--- config.mk ---
export PLATFORM = sky130hd
export DESIGN_NAME = sync_fifo_param
export DESIGN_NICKNAME = d
export VERILOG_FILES = /design/src/rtl/fifo_pkg.sv /design/src/rtl/sync_fifo_param_mem.sv /design/src/rtl/sync_fifo_param.sv
export SDC_FILE = /design/constraint.sdc
export NUM_CORES = 1
export LEC_CHECK = 0
export ABC_AREA = 0
export ABC_CLOCK_PERIOD_IN_PS = 3900
export BUFFER_PORTS_ARGS = -buffer_cell sky130_fd_sc_hd__clkbuf_2
export CAP_MARGIN = 20
export CORE_MARGIN = 3
export CORE_UTILIZATION = 40
export DETAILED_ROUTE_END_ITERATION = 12
export SYNTH_ARGS = -nofsm -noshare
export SYNTH_HDL_FRONTEND = slang
export SYNTH_SLANG_ARGS = --single-unit
export TNS_END_PERCENT = 20
--- constraint.sdc ---
create_clock -name clk -period 3.9 [get_ports clk]
set_input_delay 0.195 -clock clk [delete_from_list [all_inputs] [get_ports clk]]
set_output_delay 0.195 -clock clk [all_outputs]
set_load 0.01 [all_outputs]
--- src/rtl/fifo_pkg.sv ---
// Shared constants and width helpers for the parametrised FIFO.
package fifo_pkg;

  // Read-mode selectors for the FWFT parameter
  localparam int MODE_STD  = 0;
  localparam int MODE_FWFT = 1;

  // Ceiling log2; clog2(1) == 0
  function automatic int clog2(input int value);
    int r;
    r = 0;
    for (int v = value - 1; v > 0; v = v >> 1) r++;
    return r;
  endfunction

  // Pointer width: enough bits to index DEPTH entries, never less than one
  function automatic int ptr_w(input int depth);
    return (depth < 2) ? 1 : clog2(depth);
  endfunction

  // Occupancy width: must represent 0..DEPTH inclusive
  function automatic int cnt_w(input int depth);
    return clog2(depth + 1);
  endfunction

endpackage

--- src/rtl/sync_fifo_param_mem.sv ---
// DEPTH x WIDTH storage: synchronous write, asynchronous read (distributed RAM).
module fifo_mem
  import fifo_pkg::*;
#(
  parameter int WIDTH = 8,
  parameter int DEPTH = 16,
  localparam int AW   = ptr_w(DEPTH)
) (
  input  logic             clk,
  input  logic             wr_en,
  input  logic [AW-1:0]    wr_addr,
  input  logic [WIDTH-1:0] wr_data,
  input  logic [AW-1:0]    rd_addr,
  output logic [WIDTH-1:0] rd_data
);

  logic [WIDTH-1:0] mem [DEPTH];

  // Write port; contents deliberately survive reset
  always_ff @(posedge clk) begin
    if (wr_en) mem[wr_addr] <= wr_data;
  end

  assign rd_data = mem[rd_addr];

endmodule

--- src/rtl/sync_fifo_param.sv ---
// Parametrised single-clock FIFO with occupancy count, threshold flags,
// overflow/underflow pulses and selectable registered or FWFT read.
module sync_fifo_param
  import fifo_pkg::*;
#(
  parameter int WIDTH        = 8,
  parameter int DEPTH        = 16,
  parameter int AFULL_LEVEL  = DEPTH - 2,
  parameter int AEMPTY_LEVEL = 2,
  parameter int FWFT         = MODE_STD,
  localparam int CW          = cnt_w(DEPTH)
) (
  input  logic             clk,
  input  logic             reset,
  input  logic             push,
  input  logic [WIDTH-1:0] data_in,
  input  logic             pop,
  output logic [WIDTH-1:0] data_out,
  output logic             data_valid,
  output logic             full,
  output logic             empty,
  output logic             almost_full,
  output logic             almost_empty,
  output logic [CW-1:0]    count,
  output logic             overflow,
  output logic             underflow
);

  localparam int PW = ptr_w(DEPTH);

  logic [PW-1:0]    wr_ptr, rd_ptr;
  logic [WIDTH-1:0] rd_data;
  logic             push_ok, pop_ok;

  // Explicit wrap so non-power-of-two depths use every entry
  function automatic logic [PW-1:0] next_ptr(input logic [PW-1:0] p);
    return (p == PW'(DEPTH - 1)) ? '0 : p + PW'(1);
  endfunction

  // Flags come straight from the count register, not pointer equality
  assign full         = (count == CW'(DEPTH));
  assign empty        = (count == '0);
  assign almost_full  = (int'(count) >= AFULL_LEVEL);
  assign almost_empty = (int'(count) <= AEMPTY_LEVEL);

  // A push into a full FIFO is still accepted when a pop frees a slot this cycle
  always_comb begin
    pop_ok  = pop & ~empty;
    push_ok = push & (~full | pop_ok);
  end

  fifo_mem #(
    .WIDTH (WIDTH),
    .DEPTH (DEPTH)
  ) u_mem (
    .clk     (clk),
    .wr_en   (push_ok),
    .wr_addr (wr_ptr),
    .wr_data (data_in),
    .rd_addr (rd_ptr),
    .rd_data (rd_data)
  );

  // Pointers, occupancy and rejection pulses
  always_ff @(posedge clk) begin
    if (reset) begin
      wr_ptr    <= '0;
      rd_ptr    <= '0;
      count     <= '0;
      overflow  <= 1'b0;
      underflow <= 1'b0;
    end else begin
      overflow  <= push & ~push_ok;
      underflow <= pop & ~pop_ok;
      if (push_ok) wr_ptr <= next_ptr(wr_ptr);
      if (pop_ok)  rd_ptr <= next_ptr(rd_ptr);
      case ({push_ok, pop_ok})
        2'b10:   count <= count + CW'(1);
        2'b01:   count <= count - CW'(1);
        default: count <= count;
      endcase
    end
  end

  generate
    if (FWFT == MODE_FWFT) begin : g_fwft
      // Head word shown directly; zero while empty so reset leaves data_out at 0
      assign data_out   = empty ? '0 : rd_data;
      assign data_valid = ~empty;
    end else begin : g_std
      logic [WIDTH-1:0] data_reg;
      logic             valid_reg;

      // Registered read: capture head on accepted pop, hold otherwise
      always_ff @(posedge clk) begin
        if (reset) begin
          data_reg  <= '0;
          valid_reg <= 1'b0;
        end else begin
          valid_reg <= pop_ok;
          if (pop_ok) data_reg <= rd_data;
        end
      end

      assign data_out   = data_reg;
      assign data_valid = valid_reg;
    end
  endgenerate

endmodule

==> results.tsv <==
metric	value	unit
dr.first_iter.drc_count	285	
ir_drop	0.384	mV
p_int	3.29	mW
tightest_slew	990	ps
clk_pin_slew	60	ps
worst-path-buf-inv	1	
grt_overflow_total	0	
via_count	3224	
critPathMaxStageDelay	620	ps
dieWidth	129	um
place_ws	1130	ps
fill_cells	1218	
hold_class	in2reg	
synth_top_family_by_area	multiplexers	
cp-start-kind	flop	
synth_seq_cells	152	
p_switching	1.22	mW
max-slew-margin-rel	33.9	%
critPathArrivalTime	3080	ps
ys_seq_area_share	71.0	%
fmax	357	MHz
crit_fanout	13	
diodes	0	
critPathKind	reg2reg	
drv_cap	0	
cts_tree	done	
grt_usage	15.1	%
status	finished, final reports clean	
cts_buffers	17	
grt_pass1_vias	3188	
synth_most_common_cell	edfxtp_1	
p_per_area	640	mW/mm^2
final.setup.worst_slack	1100	ps
dp_hpwl	7630	um
rsz0062_at_grt	false	
setup_tns	0	ps
nets	419	
synth_mux_area_share	13.2	%
antenna_found_initial	0	
place_congestion	0.766	
portBuffers	31	
drive_gt1_share	25.4	%
pwr-share-clk	36.6	%
io_pins	32	
die_h	129	um
critPathTopFamily	compound AO/OA/AOI/OAI gates	
first_pass_iters	4	
synth-simple-area-share	5.77	%
critPathRequiredTime	4180	ps
drcViolationCount	0	
hold_viol_final	0	
synth-edff-count	128	
fin_crit	2800	ps
drt_wl_total	11800	um
core	0.0147	sq mm
slew_viol_final	0	
synth_nets	379	
synth-compound-area-share	5.26	%
p_leak	2.34	nW
hold_buffers	0	
cts_num_sinks	152	
slowest_stage	or4_4	
synth_area_leaders	edfxtp_1 (63%), mux4_2 (10%), dfxtp_1 (7.9%), mux2i_1 (2.5%), nor2_1 (2.1%)	
post_cts_buffers	0	
grt_first_pass_wirelength	18400	um
route.antenna.remaining_nets	0	
netlist.area_leader.share	63.1	%
layout_worst_path_cycle_share	71.9	%
cts_resized	0	
syn_to_final_growth	15.7	%
setup_viol	0	
yosys.area.top_type	edfxtp_1	
avgSynthCellArea	17.0	sq um
hold-worst-slack	90.5	ps
synth_cells	358	
synth_commonest_cells	edfxtp_1 (128), nor2_1 (34), mux4_2 (28)	
synth-xor-area-share	0.719	%
final_core_util	47.9	%
comb_power_share	19.8	%
rows	44	
wl_per_cell	19.8	um
swShare	27.1	%
async_flop_share	0	%
synth_warnings	0	
synth_fa_ha_area_share	1.97	%
path_cells	or4_4 > o21a_4 > nand2_1 > inv_1 > ha_1 > nand2b_1 > a2111oi_0 > a21oi_1 > a21oi_1 > a21oi_1	
cts_max_path_buffers	2	
die_area	0.0167	sq mm
critPathMostFrequentCell	a21oi_1	
post_synth_instance_area	0.00609	sq mm
cts-root-buf	clkbuf_16	
synth-main-ff-cell	edfxtp_1	
clk_latency	420	ps
cp-end-kind	flop	
synth.distinct_cells	42	
cts_htree_levels	4	
start_util	41.4	%
seqPwrFrac	43.6	%
grt_max_degree	25	
viasPerCell	5.44	
finClkSkew	7.54	ps
==> cell families (layout without fill, tap and decap cells) <==
family                   after synthesis  after routing
AND/OR/NAND/NOR                       77             77
multiplexers                          44             44
adder cells (fa/ha/maj)                9              9
buffers and inverters                 27             78
AO/OA/AOI/OAI                         44             44
flip-flops                           152            152
XOR/XNOR                               5              5
==> worst paths after layout <==
path	startpoint	end	depth (start not counted)	slack (ps)
setup reg to reg	count[0]	count[4]	10	1100
hold reg to reg	data_out[0]	data_out[0]	2	450
setup / recovery	count[0]	count[4]	10	1100
hold / removal	pop	overflow	2	90
==> per-layer routing <==
metal / GRT usage [%] / up-vias / share of wire [%]
met5: 0 / - / 0
met2: 23.5 / 87 / 48
li1: - / 1487 / -
met1: 20.6 / 1631 / 45
met4: 6.36 / 0 / 2.2
met3: 3.63 / 19 / 4.7
==> worst reg2reg max path, cell delays in order (launching register included) <==
cell,delay [ps]
dfxtp_1,340
or4_4,630
o21a_4,300
nand2_1,120
inv_1,80
ha_1,330
nand2b_1,80
a2111oi_0,470
a21oi_1,80
a21oi_1,160
a21oi_1,70
==> cell type report <==
cell class / instances / area [sq um] / area share (%)
Clock inverter: 13 / 173 / 2.45
Clock buffer: 17 / 425 / 6.04
Timing Repair Buffer: 40 / 223 / 3.16
Multi-Input combinational cell: 179 / 1640 / 23.3
Sequential cell: 152 / 4320 / 61.4
Tap cell: 184 / 230 / 3.27
Inverter: 8 / 30.0 / 0.426
==> state kept, by name, indices dropped and copies added (netlist names) <==
name,flops
count,5
data_out,8
data_valid,1
overflow,1
rd_ptr,4
u_mem.mem,128
underflow,1
wr_ptr,4
==> metrics by stage <==
| stage | power (mW) | cell area [sq um] | std cells |
|---|---|---|---|
| finish | 4.51 | 7040 | 593 |
| floorplan | 2.65 | 6090 | 358 |
| detailed placement | 2.90 | 6450 | 563 |
| global route | 4.72 | 7040 | 593 |
| global placement | 2.89 | 6450 | 563 |
| CTS | 4.55 | 7040 | 593 |
==> layout by cell type (no fill, tap or decap), types with 4 or more instances in the layout <==
cell | Yosys | routed
edfxtp_1 | 128 | 128
nor2_1 | 34 | 34
clkbuf_2 | 0 | 31
mux4_2 | 28 | 28
dfxtp_1 | 24 | 24
clkbuf_16 | 0 | 17
mux2i_1 | 15 | 15
nand2_1 | 14 | 14
nor3_1 | 13 | 13
a21oi_1 | 12 | 12
buf_4 | 3 | 9
inv_1 | 8 | 8
ha_1 | 8 | 8
o22ai_1 | 6 | 6
a211o_1 | 6 | 6
a221oi_1 | 6 | 6
clkinv_4 | 0 | 5
nor2b_1 | 4 | 4
==> power groups by stage <==
stage                     registers (mW)  logic (mW)  clock network [mW]
final                               1.97       0.893                1.65
after global routing                1.99       0.990                1.74
after CTS                           1.97       0.901                1.68
after detailed placement            2.01       0.897                   0
after global placement              2.00       0.892                   0
after floorplan                     1.97       0.680                   0
No activity file was read; power rests on OpenSTA's default activity.
